==> config.mk <==
export PLATFORM = sky130hd
export DESIGN_NAME = noc_port_mux2
export DESIGN_NICKNAME = d
export VERILOG_FILES = /design/src/rtl/noc_port_mux2.sv
export SDC_FILE = /design/constraint.sdc
export NUM_CORES = 1
export LEC_CHECK = 0
export CAP_MARGIN = 20
export CORE_UTILIZATION = 32
export CTS_BUF_LIST = sky130_fd_sc_hd__clkbuf_8
export CTS_CLUSTER_SIZE = 24
export DETAILED_ROUTE_END_ITERATION = 8
export PLACE_DENSITY = 0.86
export SLEW_MARGIN = 25
export SYNTH_ARGS = -nofsm -noshare
export SYNTH_HDL_FRONTEND = slang
export SYNTH_SLANG_ARGS = --single-unit
==> constraint.sdc <==
create_clock -name clk -period 1.9 [get_ports clk]
set_input_delay 0.19 -clock clk [delete_from_list [all_inputs] [get_ports clk]]
set_output_delay 0.19 -clock clk [all_outputs]
set_load 0.1 [all_outputs]
==> src/rtl/noc_port_mux2.sv <==
// Two-input flit mux for the router output port: one-hot select on sel[1:0],
// one registered stage, data forced to zero whenever the output flit is not valid.
module noc_port_mux2 #(
  parameter int DATA_W = 66,
  parameter int VCH_W  = 2,
  parameter int SEL_W  = 5
) (
  input  logic              clk,
  input  logic              rst,
  input  logic [DATA_W-1:0] idata_0,
  input  logic              ivalid_0,
  input  logic [VCH_W-1:0]  ivch_0,
  input  logic [DATA_W-1:0] idata_1,
  input  logic              ivalid_1,
  input  logic [VCH_W-1:0]  ivch_1,
  input  logic [SEL_W-1:0]  sel,
  output logic [DATA_W-1:0] odata,
  output logic              ovalid,
  output logic [VCH_W-1:0]  ovch
);

  // Channel semantics: a flit transfers on every cycle its valid is high;
  // there is no ready, so downstream must accept one flit per cycle.
  logic              pick_0;
  logic              pick_1;
  logic [DATA_W-1:0] data_next;
  logic              valid_next;
  logic [VCH_W-1:0]  vch_next;
  logic              unused_sel;

  // Only the two low select bits route this mux; the rest belong to other ports.
  assign unused_sel = ^sel;

  always_comb begin
    pick_0     = (sel[1:0] == 2'b01);
    pick_1     = (sel[1:0] == 2'b10);
    data_next  = '0;
    valid_next = 1'b0;
    vch_next   = '0;
    if (pick_0) begin
      valid_next = ivalid_0;
      vch_next   = ivch_0;
      // Gate payload on invalid cycles to keep the output bus quiet.
      if (ivalid_0) data_next = idata_0;
    end else if (pick_1) begin
      valid_next = ivalid_1;
      vch_next   = ivch_1;
      if (ivalid_1) data_next = idata_1;
    end
  end

  always_ff @(posedge clk) begin
    if (rst) begin
      odata  <= '0;
      ovalid <= 1'b0;
      ovch   <= '0;
    end else begin
      odata  <= data_next;
      ovalid <= valid_next;
      ovch   <= vch_next;
    end
  end

endmodule

==> results of run 1 <==
-- registers in the layout, indices dropped and copies added (netlist names) --
name / count
odata: 66
ovalid: 1
ovch: 2
-- kinds of logic after synthesis --
group	after synthesis
flops	69
buf+inv	14
simple gates	8
compound gates	69
-- routing by layer --
layer,up-vias,wire (um),share of wire,global-route usage
met5,-,0,0,0
li1,1036,-,-,-
met3,11,849,0.12,0.0653
met4,0,145,0.021,0.103
met2,142,3630,0.52,0.355
met1,1001,2410,0.34,0.199
-- cell usage after synthesis, drive strengths merged --
| library cell | count | area, um2 |
|---|---|---|
| dfxtp | 69 | 1380 |
| a22o | 66 | 578 |
| buf | 14 | 114 |
| nand3b | 6 | 45.0 |
| a21oi | 3 | 15.0 |
| and4bb | 2 | 25.0 |
-- critical path, delay by kind of cell --
family / cells / cell delay, ns
buf+inv: 2 / 0.78
simple gates: 1 / 0.29
compound gates: 1 / 0.28
-- through the flow --
step / cell area, um2 / hold WS, ns / utilization / std cells / setup slack [ns]
finish: 4320 / 0.438 / 0.673 / 452 / 0.524
global route: 4320 / 0.434 / 0.673 / 452 / 0.522
CTS: 4320 / 0.420 / 0.673 / 452 / 0.583
detailed placement: 4130 / 0.685 / 0.643 / 436 / 0.233
global placement: 4130 / 0.685 / 0.643 / 436 / 0.255
floorplan: 2160 / 0.259 / - / 160 / 0.801
-- where the power goes --
part	switching [mW]	total [mW]	internal, mW
Combinational	0.454	0.809	0.355
Clock	0.522	1.15	0.629
Sequential	0.0131	1.51	1.49
-- cell usage in the layout (no fill, tap or decap) --
cell type,n
inv_1,1
and4bb_2,2
buf_12,3
bufinv_16,1
a22o_1,66
buf_4,69
a21oi_1,3
clkinv_2,4
nand3b_1,6
clkbuf_8,10
clkdlybuf4s50_1,141
dfxtp_1,69
-- worst min-delay path by stage --
stage                            to  slack, ns  cells past startpoint
after floorplan              ovalid       0.26                      1
after global routing        ovch[1]       0.43                      3
after global placement    odata[28]       0.69                      1
final                       ovch[0]       0.44                      3
after detailed placement  odata[40]       0.68                      1
after CTS                   ovch[0]       0.42                      3
-- layout make-up --
cell class / count / share of cell area
multi-input cells: 77 / 0.153
clock inverters: 6 / 0.0124
repair buffers: 213 / 0.460
well taps: 77 / 0.0223
flip-flops and latches: 69 / 0.320
clock buffers: 10 / 0.0318
==> run metrics, run 1 <==
drt drc 30; DR WL/cell 15.6 um; origin of the worst setup path sel[1]; endpoint class of the critical path register; Die Ht 84.1 um; crit-path max FO 66; worst path cell trace clkdlybuf4s50_1 > and4bb_2 > buf_12 > a22o_1; CTS HTree Levels 3; initial drt markers 65; CP max stage delay 0.59 ns; Post-Synth Simple-Gate Area 0.0325; CP endpoint odata[25]; #FFs+latches synth 69; final WL 7030 um; clock-pin slew on the worst setup and hold paths 0.07 ns; setup TNS 0 ns; I/O pins 214; dpl hpwl 5390 um; failing checks design-rule violations; Overall Power 3.47 mW; arrival time of the worst setup path 1.58 ns; Max Buffers Root-to-Sink 2; placer congestion estimate 0.751; post-cts resize count 0; TritonCTS clock tree yes; min Tclk post-route 1.38 ns; area delta synth->final 100%; compound-cell area share of the yosys netlist 0.275; layout cell share with drive strength beyond 1 0.237; worst path required time 2.11 ns; peak supply drop 529 uV; Post-CTS Setup Bufs 0; TritonCTS buffer count 9; FMAX 727 MHz; Leak Pwr 1.86 nW; yosys warns 0; max cap viols 0; final worst path period share 0.724; Initial DRT Pass Iterations 6; flip-flop and latch area 1380 um2; Fin. Hold Viols 0; Core Region 6420 um2; Slowest-stage cell, CP clkdlybuf4s50_1; Synth cell types 8; FP Rows 29; Die Wd 84.1 um; GR Overflow Total 0; mux cell area share after synthesis 0; initial antenna violation count 0; maximum number of pins on one net before global-route repair 67; hold wc startpoint ivch_0[0]; CP Launch Type input pin; post-synth net total 305; first-pass GRT wire length 10700 um; Antenna Cells 0; Syn Area/Cell 13.5 um2; Die ar. 7080 um2; main combinational cell family by area after synthesis compound AO/OA/AOI/OAI gates; register area share after synthesis 0.640; Final #Nets 515; CTS Hold Buffers Added 0; port bufs 210; area of the multi-input gates 663 um2; status complete, but fails checks; Synth Area in Adders 0; fillcell total 513; RSZ-0062 raised after global routing false; Worst Max-Slew Pin Slew 0.301 ns; Synth Instances 160; total vias in the final route 2190; slew margin rel. 0.799; initial core utilization 0.336; vias per cell 4.85; P per Cell Area 802 nW/um2; crit path kind in -> reg; Total GRT Usage 0.196; Slew Viols, Final 0; vias in the first global route 2271; Sink Count 69; HP Class in -> reg; Synth Cell Area 2160 um2; xor/xnor share of the synthesized area 0; Final ANT Viol Nets 0; Final setup viols 0; clock root buffer master clkbuf_8
No activity file was read; power rests on OpenSTA's default activity.
==> run 2: changes to the inputs <==
--- a/config.mk
+++ b/config.mk
@@ -6,11 +6,11 @@
 export NUM_CORES = 1
 export LEC_CHECK = 0
 export CAP_MARGIN = 20
-export CORE_UTILIZATION = 32
+export CORE_UTILIZATION = 27
 export CTS_BUF_LIST = sky130_fd_sc_hd__clkbuf_8
 export CTS_CLUSTER_SIZE = 24
 export DETAILED_ROUTE_END_ITERATION = 8
-export PLACE_DENSITY = 0.86
+export PLACE_DENSITY = 0.78
 export SLEW_MARGIN = 25
 export SYNTH_ARGS = -nofsm -noshare
 export SYNTH_HDL_FRONTEND = slang
==> constraint.sdc (replaced) <==
create_clock -name clk -period 1.2 [get_ports clk]
set_input_delay 0.12 -clock clk [delete_from_list [all_inputs] [get_ports clk]]
set_output_delay 0.12 -clock clk [all_outputs]
set_load 0.1 [all_outputs]
==> run 2 against run 1 <==
- the flow now finishes without violations
- clock-buffer cell count did not move
- highest routed layer unchanged
- die area rose by 18%
- critical path depth did not move
==> run metrics, run 2 (synthesis results as in run 1) <==
final WL 7950 um (+13%); biggest regs odata: 66 flops, ovch: 2 flops, ovalid: 1 flops; commonest non-fill, non-tap cell in the layout clkdlybuf4s50_1; clock-pin slew on the worst setup and hold paths 0.07 ns (about the same); drt drc 0 (-100%); Leak Pwr 2.09 nW (+12%); Max Buffers Root-to-Sink 2 (unchanged); Die Ht 91.4 um (+8.7%); PnR worst setup slack 0.0385 ns (-0.486 ns); Die ar. 8350 um2 (+18%); Slew Viols, Final 0 (unchanged); Hold Path Stages 3 (unchanged); initial drt markers 39 (-40%); Sink Count 69 (unchanged); arrival time of the worst setup path 1.37 ns (-0.21 ns); Hold Crit Endpoint ovalid; status finished, final reports clean; peak supply drop 624 uV (+18%); area delta synth->final 143%; Final #Nets 520 (+0.97%); port bufs 210 (unchanged); Core Region 7730 um2 (+20%); RSZ-0062 raised after global routing false; hold wc startpoint sel[1]; FMAX 861 MHz; CTS HTree Levels 3 (unchanged); TritonCTS buffer count 9 (unchanged); Initial DRT Pass Iterations 4 (-2); DR WL/cell 16.5 um (+6.3%); Final ANT Viol Nets 0 (unchanged); Worst Max-Slew Pin Slew 0.200 ns (-0.102 ns); crit path kind in -> reg; placer congestion estimate 0.766 (+2.1%); vias in the first global route 2403 (+5.8%); dpl hpwl 6300 um (+17%); initial antenna violation count 0 (unchanged); Total GRT Usage 0.194 (-0.00224); endpoint class of the critical path register; Post-CTS Setup Bufs 0 (unchanged); I/O pins 214 (unchanged); FP Rows 32 (+10%); maximum number of pins on one net before global-route repair 42 (-37%); layout cell share with drive strength beyond 1 0.240 (+0.00277); clock root buffer master clkbuf_8; Die Wd 91.4 um (+8.7%); vias per cell 4.57 (-5.7%); Min Hold Slack 0.179 ns (-0.259 ns); Largest Register odata; max cap viols 0 (unchanged); total vias in the final route 2198 (+0.37%); final core occ 0.678 (+0.00472); pre-CTS setup slack -0.315 ns (-0.548 ns); initial core utilization 0.279 (-0.0568); min Tclk post-route 1.16 ns; crit-path max FO 41 (-38%); P per Cell Area 1050 nW/um2 (+31%); Largest register FFs 66 (unchanged); TritonCTS clock tree yes; first-pass GRT wire length 12200 um (+14%); worst path required time 1.41 ns (-0.70 ns); Fin. Hold Viols 0 (unchanged); HP Class in -> reg; final worst path period share 0.968; Overall Power 5.50 mW (+59%); setup TNS 0 ns (unchanged); slew margin rel. 0.867 (+0.0678); Final setup viols 0 (unchanged); most frequent cells in the layout clkdlybuf4s50_1, buf_12, dfxtp_1; Antenna Cells 0 (unchanged); CP Launch Type input pin; GR Overflow Total 0 (unchanged)
-- run 2: cell count changes in the layout (fill, tap and decap cells not counted) --
cell,previous run,this run
buf_12,3,73
dlymetal6s2s_1,0,1
clkdlybuf4s50_1,141,140
buf_4,69,4
bufinv_16,1,0
clkinv_2,4,2
inv_1,1,3
-- run 2: power by group --
| group | internal, mW | switching (mW) | total, mW | leakage [nW] |
|---|---|---|---|---|
| logic | 0.762 | 0.729 | 1.49 | 1.43 |
| registers | 2.37 | 0.0619 | 2.43 | 0.562 |
| clock network | 0.767 | 0.818 | 1.58 | 0.0957 |
| total | 3.90 | 1.61 | 5.50 | 2.09 |
-- run 2: timing repair --
action | CTS | global route
endpoints found under the setup margin | 0 | 12
hold buffers | 0 | 0
resized for setup | 0 | 1
hold endpoints to repair | 0 | 0
-- run 2: final cells by class --
class / count / area (um2)
sequential: 69 / 1380
clock buffer: 10 / 138
fill: 550 / 2490
clock inverter: 5 / 21.3
timing repair buffer: 218 / 2910
multi-input combinational: 77 / 663
tap: 102 / 128
-- run 2: critical path, cell delays in order --
cell and delay, ns:
clkdlybuf4s50_1 0.50, and4bb_2 0.29, buf_12 0.18, a22o_1 0.26
-- run 2: worst max path at each step --
| stage | startpoint | cells past startpoint | end | slack [ns] |
|---|---|---|---|---|
| floorplan | odata[0] | 0 | odata[0] | 0.17 |
| global placement | sel[1] | 4 | odata[34] | -0.26 |
| detailed placement | sel[1] | 4 | odata[46] | -0.32 |
| CTS | sel[1] | 4 | odata[40] | 0.03 |
| global route | rst | 4 | odata[43] | 0.04 |
| finish | rst | 4 | odata[40] | 0.04 |
-- run 2: stage by stage --
stage,area [um2],instances
floorplan,2160,160
global placement,5070,466
detailed placement,5070,466
CTS,5230,481
global route,5240,481
finish,5240,481
-- run 2: metal layers --
| metal | global-route usage | vias up | part of all wire |
|---|---|---|---|
| li1 | - | 1044 | - |
| met1 | 0.198 | 1007 | 0.35 |
| met2 | 0.341 | 133 | 0.52 |
| met3 | 0.0854 | 14 | 0.10 |
| met4 | 0.0847 | 0 | 0.031 |
| met5 | 0 | - | 0 |
